===== src/rtl/dll_pkg.sv =====
// Data link layer shared definitions: DLLP type codes,
// request layout and CRC16 constants used by rx and tx paths.
package dll_pkg;

    localparam logic [7:0] DLLP_TYPE_ACK = 8'h00;
    localparam logic [7:0] DLLP_TYPE_NAK = 8'h10;

    localparam logic [15:0] CRC16_POLY = 16'h100B;
    localparam logic [15:0] CRC16_INIT = 16'hFFFF;

    typedef struct packed {
        logic [7:0]  dtype;
        logic [11:0] rsvd;
        logic [11:0] seq;
    } dllp_t;

    function automatic dllp_t make_dllp(
        input logic [7:0]  dtype,
        input logic [11:0] seq
    );
        dllp_t d;
        d.dtype = dtype;
        d.rsvd  = '0;
        d.seq   = seq;
        return d;
    endfunction

endpackage


===== src/rtl/dllp_crc16.sv =====
// DLLP CRC16 over a 32-bit body, MSB first, inverted result.
// Purely combinational; evaluated on the frame being loaded.
module dllp_crc16
    import dll_pkg::*;
(
    input  logic [31:0] data,
    output logic [15:0] crc
);

    logic [15:0] c;
    logic        fb;

    // Bit-serial LFSR unrolled across all 32 body bits
    always_comb begin
        c  = CRC16_INIT;
        fb = 1'b0;
        for (int i = 31; i >= 0; i--) begin
            fb = c[15] ^ data[i];
            c  = {c[14:0], 1'b0};
            if (fb) begin
                c = c ^ CRC16_POLY;
            end
        end
        crc = ~c;
    end

endmodule


===== src/rtl/dllp_tx_scheduler.sv =====
// ACK/NAK DLLP transmit scheduler: coalesces ACKs, prioritises
// NAKs, appends CRC16 and drives a registered valid/ready output.
module dllp_tx_scheduler
    import dll_pkg::*;
#(
    parameter int unsigned ACK_COALESCE = 4,
    parameter int unsigned ACK_LATENCY  = 64
) (
    input  logic        clk,
    input  logic        reset_n,
    input  logic [31:0] dllp_in,
    input  logic        dllp_in_valid,
    output logic        dllp_in_ready,
    output logic [47:0] dllp_out,
    output logic        dllp_out_valid,
    input  logic        dllp_out_ready,
    output logic        err_unknown_type
);

    localparam logic [3:0] COAL_TH = 4'(ACK_COALESCE);
    localparam logic [9:0] LAT_TH  = 10'(ACK_LATENCY);

    dllp_t       req;
    logic        accept;
    logic        is_ack;
    logic        is_nak;
    logic        is_unk;
    logic        unused_rsvd;

    logic        ack_pend;
    logic [11:0] ack_seq;
    logic [3:0]  ack_cnt;
    logic [9:0]  ack_timer;
    logic        nak_pend;
    logic [11:0] nak_seq;

    logic        slot_free;
    logic        ack_due;
    logic        load_nak;
    logic        load_ack;
    dllp_t       load_frame;
    logic [15:0] load_crc;

    assign req         = dllp_t'(dllp_in);
    assign unused_rsvd = ^req.rsvd;
    assign accept      = dllp_in_valid & dllp_in_ready;
    assign is_ack      = accept && (req.dtype == DLLP_TYPE_ACK);
    assign is_nak      = accept && (req.dtype == DLLP_TYPE_NAK);
    assign is_unk      = accept && !is_ack && !is_nak;

    assign slot_free = !dllp_out_valid || dllp_out_ready;
    assign ack_due   = ack_pend &&
                       (ack_cnt >= COAL_TH || ack_timer >= LAT_TH);
    assign load_nak  = slot_free && nak_pend;
    assign load_ack  = slot_free && !nak_pend && ack_due;

    // Select the frame body that will be loaded this cycle
    always_comb begin
        load_frame = make_dllp(DLLP_TYPE_ACK, ack_seq);
        if (nak_pend) begin
            load_frame = make_dllp(DLLP_TYPE_NAK, nak_seq);
        end
    end

    dllp_crc16 u_crc (
        .data (load_frame),
        .crc  (load_crc)
    );

    // Input is always absorbable once out of reset
    always_ff @(posedge clk) begin
        if (!reset_n) begin
            dllp_in_ready <= 1'b0;
        end else begin
            dllp_in_ready <= 1'b1;
        end
    end

    // Unknown request types are dropped and flagged one cycle later
    always_ff @(posedge clk) begin
        if (!reset_n) begin
            err_unknown_type <= 1'b0;
        end else begin
            err_unknown_type <= is_unk;
        end
    end

    // NAK pending entry: newest sequence number wins
    always_ff @(posedge clk) begin
        if (!reset_n) begin
            nak_pend <= 1'b0;
            nak_seq  <= '0;
        end else if (is_nak) begin
            nak_pend <= 1'b1;
            nak_seq  <= req.seq;
        end else if (load_nak) begin
            nak_pend <= 1'b0;
        end
    end

    // ACK coalescing: a NAK acknowledges implicitly and wipes it
    always_ff @(posedge clk) begin
        if (!reset_n) begin
            ack_pend  <= 1'b0;
            ack_seq   <= '0;
            ack_cnt   <= '0;
            ack_timer <= '0;
        end else if (is_nak) begin
            ack_pend  <= 1'b0;
            ack_cnt   <= '0;
            ack_timer <= '0;
        end else if (is_ack) begin
            ack_pend <= 1'b1;
            ack_seq  <= req.seq;
            if (!ack_pend || load_ack) begin
                ack_cnt   <= 4'd1;
                ack_timer <= '0;
            end else begin
                if (ack_cnt != 4'hF) begin
                    ack_cnt <= ack_cnt + 4'd1;
                end
                if (ack_timer < LAT_TH) begin
                    ack_timer <= ack_timer + 10'd1;
                end
            end
        end else if (load_ack) begin
            ack_pend  <= 1'b0;
            ack_cnt   <= '0;
            ack_timer <= '0;
        end else if (ack_pend && ack_timer < LAT_TH) begin
            ack_timer <= ack_timer + 10'd1;
        end
    end

    // Output register: held while stalled, reloaded on a free slot
    always_ff @(posedge clk) begin
        if (!reset_n) begin
            dllp_out       <= '0;
            dllp_out_valid <= 1'b0;
        end else if (slot_free) begin
            if (load_nak || load_ack) begin
                dllp_out       <= {load_frame, load_crc};
                dllp_out_valid <= 1'b1;
            end else begin
                dllp_out_valid <= 1'b0;
            end
        end
    end

endmodule


===== config.mk =====
export PLATFORM = sky130hd
export DESIGN_NAME = dllp_tx_scheduler
export DESIGN_NICKNAME = d
export VERILOG_FILES = /design/src/rtl/dll_pkg.sv /design/src/rtl/dllp_crc16.sv /design/src/rtl/dllp_tx_scheduler.sv
export SDC_FILE = /design/constraint.sdc
export NUM_CORES = 1
export LEC_CHECK = 0
export BUFFER_PORTS_ARGS = -buffer_cell sky130_fd_sc_hd__buf_4
export CAP_MARGIN = 20
export CORE_ASPECT_RATIO = 0.7
export CORE_MARGIN = 5
export CORE_UTILIZATION = 40
export DETAILED_ROUTE_END_ITERATION = 8
export GPL_TIMING_DRIVEN = 1
export PLACE_DENSITY = 0.61
export SYNTH_ARGS = -nofsm -noshare
export SYNTH_HDL_FRONTEND = slang
export SYNTH_SLANG_ARGS = --single-unit

===== constraint.sdc =====
create_clock -name clk -period 4.5 [get_ports clk]
set_clock_uncertainty 0.1 [all_clocks]
set_input_delay 0.45 -clock clk [delete_from_list [all_inputs] [get_ports clk]]
set_output_delay 0.45 -clock clk [all_outputs]
set_load 0.005 [all_outputs]

==> flow_summary.ini, run 1 <==
[setup_path]
reg2reg_from = ack_timer[6]$_SDFFE_PP0P_
cp_cell_sequence = nor4_1 -> a21oi_1 -> a221o_1 -> a311oi_1
crit_path_max_fanout = 10
start_kind = flop
r2r_end = ack_timer[5]$_SDFFE_PP0P_
crit_end = ack_timer[5]$_SDFFE_PP0P_
max_stage_delay_ps = 800
end_kind = flop
cp_slowest_cell = nor4_1
worstRegToRegCells = 4
arrival_ps = 2500
critPathRequiredTime_ps = 4620
crit_start = ack_timer[6]$_SDFFE_PP0P_
reg2reg_slack_ps = 2120
crit_type = reg2reg

[sta]
fin_crit_sh_pct = 52.9
finalSetupViolations = 0
hold_viol = 0
hold_slack_ps = 272
maxSlewHeadroom_pct = 38.6
max_clock_freq_mhz = 420
slew_violations = 0
worst_slew_pin_slew_ps = 913
rsz0062_at_grt = false
setup_slack_ps = 2120
period_minus_slack_ps = 2380
tns_ps = 0

[floorplan]
die_area_um2 = 10700
io_pins = 87
die_y_um = 88.1
initial_core_util_pct = 41.1
placementRows = 28
chipWidth_um = 122
core-area_um2 = 8480

[yosys]
synth_cell_types = 47
ys_seq_elements = 72
synth_flop_cell = dfxtp_1
yosysTopAreaCell = dfxtp_1
yosysWarnings = 0
async_flop_share_pct = 0
synth_top_area_share_pct = 41.3
netlist_area_um2 = 3490
ys_seq_area_share_pct = 41.3
synth_enable_flop_cells = 0
netlist_instances = 397
synthTopCellsByArea = dfxtp_1 (41%), nand2_1 (7.1%), mux2i_1 (6.9%)
synthesis.area_per_instance_um2 = 8.78

[clocking]
ctsResizeCount = 0
cts_tree = built
clockBufferDepth = 2
cts_sinks = 72
post_cts_buffers = 0
htreeDepth = 3
cts_buffers = 9
hold_buffers = 0
cts-root-buf = clkbuf_16
clk_latency_ps = 330
clkTransAtPathRegs_ps = 60

[place]
hpwlAfterDp_um = 6000
post-place-ws_ps = 1740
port_buffers = 55
place_congestion = 0.741
dp_cells = 557
placed_area_um2 = 3970

[global_routing]
grt_first_pass_wirelength_um = 13300
antenna_found_initial = 0
grt_max_degree = 37
first_global_vias = 2644
grt_use_total_pct = 16.2
overflow = 0

[layout]
fin_cells = 573
multi_input_comb_area_um2 = 1870
nets = 487
final.fill_count = 810
synthToLayoutAreaGrowth_pct = 24.0
seq_area_um2 = 1440
drive_gt1_share_pct = 17.9
n_antenna_cell = 0
finish.utilization_pct = 51.0
design_area_um2 = 4320

[power]
p_total_mw = 1.51
p_leak_nw = 1.62
ir_worst_vdd_v = 0.000247
powerDensity_nw_per_um2 = 350

[drt]
first_pass_iters = 4
drc = 0
ant_nets = 0
wl_per_cell_um = 14.3
num_vias = 2769
finalWirelength_um = 8220
via_per_inst = 4.83
drtIter0Drc = 108

[status]
status = completed

[min_path]
hold_path_class = in2reg

[flow_run]
cap_violations = 0
worst max-delay path: cells and delay by family, from the launching register on:
kind            cells  cell delay [ps]
simple gates        1              800
compound gates      3             1040
flops               1              330
power by group:
group	switching, mW	total [mW]	internal [mW]	leakage, nW
sequential	0.000777	0.640	0.639	0.580
clock	0.260	0.830	0.570	0.172
combinational	0.0255	0.0435	0.0180	0.869
total	0.286	1.51	1.23	1.62
flip-flops by register name (all words and copies together), names as in the netlist, 4 cells and up:
register / flops
nak_seq: 12
dllp_out: 29
ack_seq: 12
ack_cnt: 4
ack_timer: 10
layer usage:
layer / global-route usage, % / vias up / share of wire, %
li1: - / 1424 / -
met1: 22.6 / 1267 / 49
met2: 23.0 / 67 / 43
met3: 5.62 / 11 / 6.2
met4: 6.21 / 0 / 1.7
met5: 0 / - / 0
worst min path at each step:
stage	start	end	cells after the start
floorplan	ack_timer[9]$_SDFFE_PP0P_	ack_timer[9]$_SDFFE_PP0P_	2
global placement	ack_timer[9]$_SDFFE_PP0P_	ack_timer[9]$_SDFFE_PP0P_	2
detailed placement	ack_timer[9]$_SDFFE_PP0P_	ack_timer[9]$_SDFFE_PP0P_	2
CTS	reset_n	dllp_in_ready$_DFF_P_	1
global route	reset_n	dllp_in_ready$_DFF_P_	1
finish	dllp_in[11]	nak_seq[11]$_SDFFE_PN0P_	3
cell type report:
cell class              instances  area share (%)
flip-flops and latches         72            33.4
inverters                      10           0.869
multi-input cells             295            43.2
repair buffers                 60            10.9
clock buffers                  11            5.85
well taps                     120            3.47
clock inverters                 5            2.37
cell usage after synthesis, types with 3 or more instances:
cell and instances:
dfxtp_1 72, nand2_1 66, a21oi_1 41, nor2_1 35, xnor2_1 27, mux2i_1 24
buf_4 19, a211oi_1 14, clkbuf_1 13, inv_1 10, o21ai_0 9, xor2_1 7
xnor3_1 5, buf_2 4, nand3_1 4, ha_1 3, nor3_1 3, o22ai_1 3
or3_1 3
cells in the final DEF (no fill, tap or decap), types with 4 or more instances in the layout:
master / n
mux2i_1: 24
xor2_1: 7
buf_4: 59
nand3_1: 4
nor2_1: 35
conb_1: 19
a211oi_1: 14
xnor3_1: 5
dfxtp_1: 72
clkbuf_16: 9
a21oi_1: 41
o21ai_0: 9
inv_1: 10
xnor2_1: 27
nand2_1: 66
logic make-up (layout without fill, tap and decap cells):
| family | count (synthesis) | after routing | share of synthesized area (%) |
|---|---|---|---|
| xor gates and xnor gates | 40 | 40 | 12.5 |
| adders and majority gates | 3 | 3 | 1.08 |
| other | 1 | 19 | 0.108 |
| AOI/OAI and AO/OA | 80 | 80 | 14.1 |
| and+or+nand+nor | 129 | 129 | 16.7 |
| DFF | 72 | 72 | 41.3 |
| buffers and inverters | 48 | 86 | 7.36 |
| muxes | 24 | 24 | 6.89 |
(Power assumes the default switching activity.)
==> run 2, diff against run 1 <==
==> constraint.sdc (replaced) <==
create_clock -name clk -period 2.25 [get_ports clk]
set_clock_uncertainty 0.1 [all_clocks]
set_input_delay 0.225 -clock clk [delete_from_list [all_inputs] [get_ports clk]]
set_output_delay 0.225 -clock clk [all_outputs]
set_load 0.005 [all_outputs]
==> flow_summary.ini, run 2 (synthesized netlist as in run 1, its figures left out) <==
[drt]
ant_nets = 0
wl_per_cell_um = 14.1
num_vias = 2831
via_per_inst = 4.84
drtIter0Drc = 153
first_pass_iters = 4
drc = 0
finalWirelength_um = 8260

[min_path]
hold_path_class = in2reg
hold_path.startpoint = reset_n

[setup_path]
cp_slowest_cell = xnor2_1
end_kind = flop
reg2reg_from = nak_pend$_SDFFE_PN0P_
path_buf_inv = 1
arrival_ps = 2170
max_stage_delay_ps = 540
cp_cell_sequence = buf_4 -> a21oi_1 -> xnor2_1 -> xnor2_1 -> a211oi_1
cp_common_cell = xnor2_1
crit_type = reg2reg
crit_path_max_fanout = 12
crit_start = nak_pend$_SDFFE_PN0P_
crit_family = XOR/XNOR gates
start_kind = flop
critPathRequiredTime_ps = 2400
reg2reg_slack_ps = 220

[clocking]
htreeDepth = 3
clk_latency_ps = 330
cts_buffers = 9
clockBufferDepth = 2
hold_buffers = 0
cts-root-buf = clkbuf_16
clkTransAtPathRegs_ps = 50
cts_sinks = 72
cts_tree = built
post_cts_buffers = 0
ctsResizeCount = 0

[floorplan]
placementRows = 28
core-area_um2 = 8480
die_area_um2 = 10700
initial_core_util_pct = 41.1
io_pins = 87
chipWidth_um = 122
die_y_um = 88.1

[sta]
slew_violations = 0
tns_ps = 0
hold_slack_ps = 41.2
hold_viol = 0
maxSlewHeadroom_pct = 55.8
finalSetupViolations = 0
fin_crit_sh_pct = 90.1
rsz0062_at_grt = false
max_clock_freq_mhz = 493
period_minus_slack_ps = 2030
worst_slew_pin_slew_ps = 658

[power]
p_leak_nw = 1.66
powerDensity_nw_per_um2 = 623
p_clk_share_pct = 49.5
p_int_mw = 2.16
p_total_mw = 2.71
combPwrFrac_pct = 3.3
ir_worst_vdd_v = 0.000374
swShare_pct = 20.3
seq_power_share_pct = 47.2
p_switching_uw = 550

[global_routing]
first_global_vias = 2647
overflow = 0
antenna_found_initial = 0
grt_first_pass_wirelength_um = 13400
grt_use_total_pct = 16.3
grt_max_degree = 50

[layout]
nets = 502
reg_top3 = dllp_out (29), ack_seq (12), nak_seq (12)
final_cell_mix = buf_4 (74), dfxtp_1 (72), nand2_1 (66)
synthToLayoutAreaGrowth_pct = 24.8
top_register = dllp_out
final.fill_count = 827
n_antenna_cell = 0
final_common_cell = buf_4
largest_register_ffs = 29
drive_gt1_share_pct = 20.0

[place]
hpwlAfterDp_um = 6170
place_congestion = 0.809
port_buffers = 55

[status]
status = completed

[flow_run]
cap_violations = 0
==> run 2: cell types whose count changed in the layout (fill, tap and decap cells not counted) <==
cell        delta
buf_12         +1
buf_16         -1
buf_4         +15
bufinv_16      -3
clkbuf_8       +2
clkinv_2       -1
clkinvlp_4     -1
==> run 2: metal layers <==
layer  GRT usage, %  part of all wire (%)  wire [um]  up-vias
li1               -                     -          -     1455
met1           22.4                    50       4120     1297
met2           23.5                    43       3550       70
met3           6.39                   5.8        481        9
met4           5.70                   1.3        107        0
met5              0                     0          0        -
==> run 2: layout make-up <==
cell class / instances / area, um^2 / share of cell area [%]
Inverter: 10 / 37.5 / 0.863
Clock buffer: 13 / 280 / 6.44
Timing Repair Buffer: 75 / 576 / 13.2
Multi-Input combinational cell: 295 / 1870 / 42.9
Sequential cell: 72 / 1440 / 33.1
Tap cell: 120 / 150 / 3.45
==> run 2: path summary, 6_finish.rpt <==
path,to,depth (start not counted)
worst max-delay path,dllp_out[3]$_SDFFE_PN0P_,5
worst min-delay path,dllp_in_ready$_DFF_P_,1
worst max register to register,dllp_out[3]$_SDFFE_PN0P_,5
worst min register to register,ack_timer[9]$_SDFFE_PP0P_,2
==> run 2: stage by stage <==
step           instance area [um^2]  cells  utilization, %  worst slack [ps]
2_1_floorplan                  3550    415               -               295
3_3_place_gp                   4070    572            48.0               121
3_5_place_dp                   4070    572            48.0              85.4
4_1_cts                        4350    585            51.3               181
5_1_grt                        4350    585            51.3              70.2
6_report                       4350    585            51.3               223
==> run 2: power by group through the flow <==
stage / Clock (mW) / Combinational, mW / Sequential [mW]
after global placement: 0 / 0.0859 / 1.31
final: 1.34 / 0.0898 / 1.28
after CTS: 1.37 / 0.0880 / 1.28
after global routing: 1.44 / 0.0989 / 1.28
after detailed placement: 0 / 0.0877 / 1.31
after floorplan: 0 / 0.0590 / 1.31
